<file path="src/rtl/bit_serializer_if.sv">
// Parallel word handshake into the bit serializer: the producer drives din/din_valid,
// the serializer answers with din_ready.
interface bit_serializer_if #(
  parameter int unsigned WIDTH = 8
);
  logic [WIDTH-1:0] din;
  logic             din_valid;
  logic             din_ready;

  modport master (output din, output din_valid, input din_ready);
  modport slave  (input din, input din_valid, output din_ready);
endinterface

</file>
<file path="src/rtl/bit_serializer.sv">
// Parallel-to-serial front end: streams WIDTH-bit words one bit per clk with no inter-word gap.
// Optional trailing even-parity bit per word when SER_PARITY_EN is defined.
module bit_serializer #(
  parameter int unsigned WIDTH      = 8,
  parameter bit          MSB_FIRST  = 1'b1,
  parameter bit          IDLE_LEVEL = 1'b0
) (
  input  logic                clk,
  input  logic                rst,
  bit_serializer_if.slave     bus,
  output logic                signal,
  output logic                signal_valid,
  output logic                frame_done
);

  localparam int unsigned CW = $clog2(WIDTH);
  localparam logic [CW-1:0] LAST_IDX = CW'(WIDTH - 1);
  localparam logic [CW-1:0] PRE_LAST = CW'(WIDTH - 2);

`ifdef SER_PARITY_EN
  typedef enum logic [1:0] {IDLE, SHIFT, PARITY} state_t;
`else
  typedef enum logic [0:0] {IDLE, SHIFT} state_t;
`endif

  state_t           state;
  logic [CW-1:0]    cnt;
  logic [WIDTH-1:0] shreg;
  logic             last_bit;
  logic             xfer;
`ifdef SER_PARITY_EN
  logic             par;
`endif

  // Bit that leaves first from a word, and the word after that bit has been consumed.
  function automatic logic head_bit(input logic [WIDTH-1:0] w);
    return MSB_FIRST ? w[WIDTH-1] : w[0];
  endfunction

  function automatic logic [WIDTH-1:0] advance(input logic [WIDTH-1:0] w);
    return MSB_FIRST ? (w << 1) : (w >> 1);
  endfunction

  assign last_bit = (state == SHIFT) && (cnt == LAST_IDX);

`ifdef SER_PARITY_EN
  assign bus.din_ready = (state == IDLE) || (state == PARITY);
`else
  assign bus.din_ready = (state == IDLE) || last_bit;
`endif

  assign xfer = bus.din_valid && bus.din_ready;

  // A transfer always wins: it restarts the frame from IDLE, the last bit, or the parity slot.
  always_ff @(posedge clk or negedge rst) begin
    if (!rst) begin
      state        <= IDLE;
      cnt          <= '0;
      shreg        <= '0;
      signal       <= IDLE_LEVEL;
      signal_valid <= 1'b0;
      frame_done   <= 1'b0;
`ifdef SER_PARITY_EN
      par          <= 1'b0;
`endif
    end else begin
      frame_done <= 1'b0;
      if (xfer) begin
        state        <= SHIFT;
        cnt          <= '0;
        shreg        <= advance(bus.din);
        signal       <= head_bit(bus.din);
        signal_valid <= 1'b1;
`ifdef SER_PARITY_EN
        par          <= ^bus.din;
`endif
      end else begin
        case (state)
          SHIFT: begin
            if (last_bit) begin
              cnt <= '0;
`ifdef SER_PARITY_EN
              state        <= PARITY;
              signal       <= par;
              signal_valid <= 1'b1;
              frame_done   <= 1'b1;
`else
              state        <= IDLE;
              signal       <= IDLE_LEVEL;
              signal_valid <= 1'b0;
`endif
            end else begin
              cnt          <= cnt + CW'(1);
              shreg        <= advance(shreg);
              signal       <= head_bit(shreg);
              signal_valid <= 1'b1;
`ifndef SER_PARITY_EN
              frame_done   <= (cnt == PRE_LAST);
`endif
            end
          end
`ifdef SER_PARITY_EN
          PARITY: begin
            state        <= IDLE;
            signal       <= IDLE_LEVEL;
            signal_valid <= 1'b0;
          end
`endif
          default: begin
            state        <= IDLE;
            signal       <= IDLE_LEVEL;
            signal_valid <= 1'b0;
          end
        endcase
      end
    end
  end

endmodule

</file>
<file path="src/flat_wrapper.sv">
// flat-port wrapper written by rule: the top's interface ports become plain ports
module bit_serializer_flat 
#(
  parameter int unsigned WIDTH      = 8,
  parameter bit          MSB_FIRST  = 1'b1,
  parameter bit          IDLE_LEVEL = 1'b0
)
  (clk, rst, signal, signal_valid, frame_done, bus_din, bus_din_valid, bus_din_ready);
  bit_serializer_if #(.WIDTH(WIDTH)) bus_i ();
  input  logic clk;
  input  logic rst;
  output logic signal;
  output logic signal_valid;
  output logic frame_done;
  input wire logic [$bits(bus_i.din)-1:0] bus_din;
  input wire logic [$bits(bus_i.din_valid)-1:0] bus_din_valid;
  output wire logic [$bits(bus_i.din_ready)-1:0] bus_din_ready;
  assign bus_i.din = bus_din;
  assign bus_i.din_valid = bus_din_valid;
  assign bus_din_ready = bus_i.din_ready;
  bit_serializer #(.WIDTH(WIDTH), .MSB_FIRST(MSB_FIRST), .IDLE_LEVEL(IDLE_LEVEL)) u_core (.clk(clk), .rst(rst), .bus(bus_i), .signal(signal), .signal_valid(signal_valid), .frame_done(frame_done));
endmodule
</file>
<file path="config.mk">
export PLATFORM = sky130hd
export DESIGN_NAME = bit_serializer_flat
export DESIGN_NICKNAME = d
export VERILOG_FILES = /design/src/rtl/bit_serializer_if.sv /design/src/rtl/bit_serializer.sv /design/src/flat_wrapper.sv
export SDC_FILE = /design/constraint.sdc
export NUM_CORES = 1
export LEC_CHECK = 0
export ABC_AREA = 1
export CAP_MARGIN = 20
export CORE_AREA = 5 5 45 47
export DETAILED_ROUTE_END_ITERATION = 6
export DIE_AREA = 0 0 50 52
export GPL_TIMING_DRIVEN = 0
export MAX_ROUTING_LAYER = met4
export PLACE_DENSITY_LB_ADDON = 0.12
export REMOVE_ABC_BUFFERS = 1
export SYNTH_ARGS = -nofsm -noshare
export SYNTH_HDL_FRONTEND = slang
export SYNTH_SLANG_ARGS = --single-unit
export TNS_END_PERCENT = 50
</file>
<file path="constraint.sdc">
create_clock -name clk -period 1.2 [get_ports clk]
set_input_delay 0.24 -clock clk [delete_from_list [all_inputs] [get_ports clk]]
set_output_delay 0.24 -clock clk [all_outputs]
set_load 0.01 [all_outputs]
</file>
==> results of run 1 <==
[worst max-delay path: stages (launching register included)]
cell and delay, ns:
sky130_fd_sc_hd__dfrtp_1 0.39, sky130_fd_sc_hd__ha_2 0.20, sky130_fd_sc_hd__ha_4 0.17, sky130_fd_sc_hd__inv_4 0.06, sky130_fd_sc_hd__nand2_4 0.04, sky130_fd_sc_hd__buf_6 0.11
[per-layer routing]
layer	vias to the layer above	GRT usage, %	wire (µm)
met5	-	-	0
met4	0	1.31	5
met3	2	5.73	95
met2	12	14.4	569
met1	236	17.0	643
li1	275	-	-
[worst max path at each step]
stage | endpoint | slack [ns] | cells past startpoint
after global routing | bus_din_ready | -0.35 | 5
after detailed placement | bus_din_ready | -0.92 | 5
after CTS | bus_din_ready | -0.29 | 5
after global placement | bus_din_ready | -0.90 | 5
final | bus_din_ready | -0.29 | 5
after floorplan | u_core.shreg[2]$_DFFE_PN0P_ | -0.27 | 6
[area by class of cell]
type | instances | share of cell area, %
repair buffers | 21 | 22.5
well taps | 17 | 2.43
inverters | 4 | 2.00
clock buffers | 4 | 3.00
multi-input cells | 50 | 32.8
flip-flops and latches | 13 | 37.3
[logic make-up (layout without fill, tap and decap cells)]
logic type / Yosys count / after routing / synth area share (%)
AO/OA/AOI/OAI: 1 / 1 / 0.829
adder cells (fa/ha/maj): 3 / 3 / 6.22
buffers and inverters: 7 / 29 / 6.22
flip-flops: 13 / 13 / 53.9
AND/OR/NAND/NOR: 45 / 46 / 32.8
[cells in the final DEF (no fill, tap or decap), drive strengths merged]
cell / count
clkdlybuf4s50: 10
buf: 8
dlygate4sd2: 1
clkdlybuf4s15: 2
clkbuf: 4
dfrtp: 13
nand2: 21
o21ai: 1
inv: 4
nand3: 21
ha: 3
nor2: 4
[synth_stat cells]
cell type	count
sky130_fd_sc_hd__buf_4	3
sky130_fd_sc_hd__dfrtp_1	13
sky130_fd_sc_hd__ha_1	3
sky130_fd_sc_hd__inv_1	3
sky130_fd_sc_hd__inv_2	1
sky130_fd_sc_hd__nand2_1	20
sky130_fd_sc_hd__nand3_1	21
sky130_fd_sc_hd__nor2_1	3
sky130_fd_sc_hd__nor2_2	1
sky130_fd_sc_hd__o21ai_0	1
[where the power goes]
part           leakage, nW  switching (W)  total (W)  internal (W)
logic                0.259       0.000448   0.000871      0.000423
registers            0.166      0.0000919   0.000697      0.000606
clock network       0.0150       0.000147   0.000275      0.000129
total                0.440       0.000687    0.00184       0.00116
[flip-flops by register name, summed over array words and instances, names as in the netlist]
signal and count:
u_core.signal 1, u_core.signal_valid 1, u_core.cnt 3, u_core.shreg 7, u_core.frame_done 1
[through the flow]
step                      TNS [ns]  total power [W]  hold slack [ns]
after floorplan              -2.95          0.00109          -0.0556
after global placement       -5.64          0.00132            0.477
after detailed placement     -6.03          0.00134            0.472
after CTS                    -1.51          0.00181            0.360
after global routing         -3.45          0.00201            0.363
final                        -2.26          0.00184            0.327
[repair_timing]
| action | 4_1_cts | 5_1_grt |
|---|---|---|
| setup endpoints to repair | 17 | 16 |
| pin swaps | 6 | 11 |
| cloned | 1 | 0 |
| gates resized for setup | 17 | 7 |
| setup buffers | 6 | 1 |
| hold endpoints to repair | 0 | 0 |
==> results.cfg, run 1 <==
[run_status]
status = complete, but fails checks
failed_checks = setup timing

[worst_setup_path]
startpoint_type = register
timing.critical_path.arrival_ns = 1.25
timing.critical_path.required_ns = 0.96
worstSetupPathType = reg2out
crit_path_start = u_core.cnt[0]$_DFFE_PN0P_
crit_path_max_fanout = 2
regToRegStartpoint = u_core.cnt[0]$_DFFE_PN0P_
critical_path.reg2reg.endpoint = u_core.shreg[3]$_DFFE_PN0P_
reg2reg_slack_ns = -0.23
reg2regPathDepth = 7
critPathCaptureType = primary output

[clocking]
cts-root-buf = sky130_fd_sc_hd__clkbuf_4
cts_buffers = 3
max-clock-path-buffers = 2
cts.sink_count = 13
clock_latency_ns = 0.27
cts_htree_levels = 1
hold_buf_count_cts = 0
clk_pin_slew_ns = 0.09
tritoncts_clock_tree = built

[routing]
wl_per_cell_um = 12.1
vias = 525
initialDrtViolationCount = 5
drt-pass1-iter-count = 3
drc_errors = 0
vias_per_cell = 4.82
routed_wl_um = 1310
route.antenna.remaining_nets = 0

[synth]
synth.lib_cells_used.distinct = 10
synth_top_cell_by_area = sky130_fd_sc_hd__dfrtp_1
synth.ff_latch_count = 13
synthTopCellsByArea = sky130_fd_sc_hd__dfrtp_1 54%, sky130_fd_sc_hd__nand3_1 17%, sky130_fd_sc_hd__nand2_1 12%
fraction_of_post_synthesis_cell_area_in_the_top_cell_type_by_area_pct = 53.9
number_of_standard_cells_after_synthesis = 69
seq_total_area_yosys_pct = 53.9
syn_avg_cell_area_um2 = 8.74
yosysWarningCount = 0
netlist_area_um2 = 603

[flow_run]
max_cap_viol_count = 0

[pwr]
peakVddDrop_mv = 0.896
leakage_nw = 0.440
pwr_density_cell_mw_per_mm2 = 2110

[die]
row_count = 15
die_width_um = 50
core_region_area_mm2 = 0.00161
die_area_mm2 = 0.00260
die_height_um = 52
floorplan.io_pins = 15
initial_core_util_pct = 37.4

[final_layout]
layout_cells_sized_above_1_pct = 23.9
multi_input_area_um2 = 287
final_util_pct = 54.2
finalInstanceArea_um2 = 875
area_delta_synth_final_pct = 45.0
n_antenna_cell = 0
fillCellCount = 153
area.sequential_um2 = 327
post_layout_instance_count_excluding_filler_cells = 109
num-nets-final = 107

[placed_design]
port_buffers = 14
setup_slack_placement_ns = -0.922
hpwl_um = 807
placed_cell_area_um2 = 742
dp_cells = 97
gp_routability_congestion = 0.719

[sta]
post-route-min-period_ns = 1.49
setup_slack_ns = -0.287
slew_violations = 0
timing.slew.headroom_pct = 61.2
least_margin_pin_slew_ns = 0.581
clock_skew_ns = 0.00606
unrepaired_setup_endpoints_after_global_routing = true
max_freq_mhz = 672
layout_worst_path_cycle_share_pct = 124
timing.final.setup_violations = 14
finalHoldViolations = 0

[global_routing]
grt_pass1_vias = 447
first_pass_grt_wire_length_um = 2210
initial_antenna_violation_count = 0
grt_max_degree = 14
grt_util_all_layers_pct = 11.6
grt_remaining_overflow = 0

[min_path]
min_delay_worst_type = in2async
Power figures use the tool's default switching activity.
==> inputs of run 2 (changes only) <==
--- a/config.mk
+++ b/config.mk
@@ -7,9 +7,10 @@
 export LEC_CHECK = 0
 export ABC_AREA = 1
 export CAP_MARGIN = 20
-export CORE_AREA = 5 5 45 47
+export CORE_AREA = 5 5 42 44
 export DETAILED_ROUTE_END_ITERATION = 6
-export DIE_AREA = 0 0 50 52
+export DIE_AREA = 0 0 47 49
+export DONT_BUFFER_PORTS = 1
 export GPL_TIMING_DRIVEN = 0
 export MAX_ROUTING_LAYER = met4
 export PLACE_DENSITY_LB_ADDON = 0.12
==> results.cfg, run 2 (synthesized netlist as in run 1, its figures left out) <==
[clocking]
cts.sink_count = 13
cts_htree_levels = 1
tritoncts_clock_tree = built
max-clock-path-buffers = 2
cts-root-buf = sky130_fd_sc_hd__clkbuf_4
clock_latency_ns = 0.27
clk_pin_slew_ns = 0.08
cts_buffers = 3

[final_layout]
area_delta_synth_final_pct = 35.3
largest-register = u_core.shreg
finalInstanceArea_um2 = 816
reg_top3 = u_core.shreg (7), u_core.cnt (3)
num-nets-final = 93
layout_commonest_cell = sky130_fd_sc_hd__nand2_1
post_layout_instance_count_excluding_filler_cells = 94
largest_register_ff_count = 7
final_cell_mix = 18 x sky130_fd_sc_hd__nand2_1, 12 x sky130_fd_sc_hd__nand3_2, 12 x sky130_fd_sc_hd__dfrtp_1, 9 x sky130_fd_sc_hd__nand3_1, 4 x sky130_fd_sc_hd__buf_4
layout_cells_sized_above_1_pct = 39.7
n_antenna_cell = 0

[sta]
setup_slack_ns = -0.200
least_margin_pin_slew_ns = 0.595
slew_violations = 0
max_freq_mhz = 714
post-route-min-period_ns = 1.40
clock_skew_ns = 0.00183
timing.final.setup_violations = 14
finalHoldViolations = 0
timing.slew.headroom_pct = 60.2
unrepaired_setup_endpoints_after_global_routing = true
setup_total_negative_slack_ns = -1.52
layout_worst_path_cycle_share_pct = 117

[global_routing]
grtUsageMet1_pct = 19.3
grt_remaining_overflow = 0
initial_antenna_violation_count = 0
grt_use_met3_pct = 3.32
global_route.usage.met2_pct = 22.4
grt_util_all_layers_pct = 14.9
first_pass_grt_wire_length_um = 2440
grt_max_degree = 14
global_routing_s_busiest_layer = met2
grt_pass1_vias = 560

[run_status]
status = complete, but fails checks
failed_checks = setup timing

[routing]
initialDrtViolationCount = 5
routed_wl_um = 1420
route.antenna.remaining_nets = 0
drc_errors = 0
vias = 512
wl_per_cell_um = 15.1
drt-pass1-iter-count = 4
vias_per_cell = 5.45

[pwr]
leakage_nw = 0.402
pwr_density_cell_mw_per_mm2 = 2300
fin_total_pwr_w = 0.00187
peakVddDrop_mv = 1.05

[worst_setup_path]
startpoint_type = register
crit_path_max_fanout = 5
critical_path.reg2reg.endpoint = u_core.shreg[5]$_DFFE_PN0P_
timing.critical_path.required_ns = 0.96
worstSetupPathType = reg2out
critPathCaptureType = primary output
reg2regPathDepth = 7
timing.critical_path.arrival_ns = 1.16
reg2reg_slack_ns = -0.15
regToRegStartpoint = u_core.cnt[1]$_DFFE_PN0P_

[min_path]
whs_path_depth = 2
min_to = u_core.shreg[1]$_DFFE_PN0P_
worstHoldStart = bus_din[0]
min_delay_worst_type = in2reg

[die]
initial_core_util_pct = 43.0
floorplan.io_pins = 15
die_width_um = 47
die_height_um = 49
row_count = 14
die_area_mm2 = 0.00230
core_region_area_mm2 = 0.00140

[placed_design]
dp_cells = 82
hpwl_um = 796
gp_routability_congestion = 0.751
setup_slack_placement_ns = -0.491
port_buffers = 0
placed_cell_area_um2 = 601

[flow_run]
max_cap_viol_count = 0
[run 2: what timing repair did]
item,in CTS,in global routing
setup buffers,5,0
gates cloned,3,0
endpoints found under the hold margin,13,0
resized for setup,29,1
setup endpoints to repair,14,14
hold buffers,1,0
pin swaps,8,3
[run 2: how the worst max path moves through the flow]
stage	startpoint	slack, ns	depth (start not counted)	to
2_1_floorplan	u_core.cnt[0]$_DFFE_PN0P_	-0.27	6	u_core.shreg[2]$_DFFE_PN0P_
3_3_place_gp	u_core.cnt[0]$_DFFE_PN0P_	-0.49	6	u_core.shreg[3]$_DFFE_PN0P_
3_5_place_dp	u_core.cnt[0]$_DFFE_PN0P_	-0.49	6	u_core.shreg[3]$_DFFE_PN0P_
4_1_cts	u_core.cnt[1]$_DFFE_PN0P_	-0.21	4	bus_din_ready
5_1_grt	u_core.cnt[1]$_DFFE_PN0P_	-0.24	4	bus_din_ready
6_report	u_core.cnt[1]$_DFFE_PN0P_	-0.20	4	bus_din_ready
[run 2: power breakdown]
| part | total (W) | switching (W) | internal, W |
|---|---|---|---|
| sequential | 0.000774 | 0.000167 | 0.000607 |
| clock | 0.000271 | 0.000142 | 0.000129 |
| combinational | 0.000829 | 0.000466 | 0.000362 |
[run 2: cell type report]
cell class / instances / area [µm²]
sequential: 13 / 327
fill: 131 / 586
tap: 16 / 20.0
clock buffer: 4 / 26.3
multi-input combinational: 52 / 385
inverter: 4 / 17.5
timing repair buffer: 5 / 40.0
[run 2: layer usage]
layer  routed length [µm]  part of all wire, %
met1                  618                   44
met2                  731                   52
met3                   59                  4.2
met4                    8                 0.56
met5                    0                    0
[run 2: per-stage QoR]
stage          utilization [%]  hold slack (ns)
3_3_place_gp              42.9          -0.0552
2_1_floorplan                -          -0.0556
5_1_grt                   58.2           0.0884
3_5_place_dp              42.9          -0.0553
6_report                  58.2           0.0987
4_1_cts                   59.1           0.0779
[run 2: worst max-delay path, stage by stage (launching register included)]
cell and delay (ns):
sky130_fd_sc_hd__dfrtp_1 0.39, sky130_fd_sc_hd__ha_2 0.20, sky130_fd_sc_hd__ha_4 0.17, sky130_fd_sc_hd__inv_4 0.06
sky130_fd_sc_hd__nand2_4 0.07
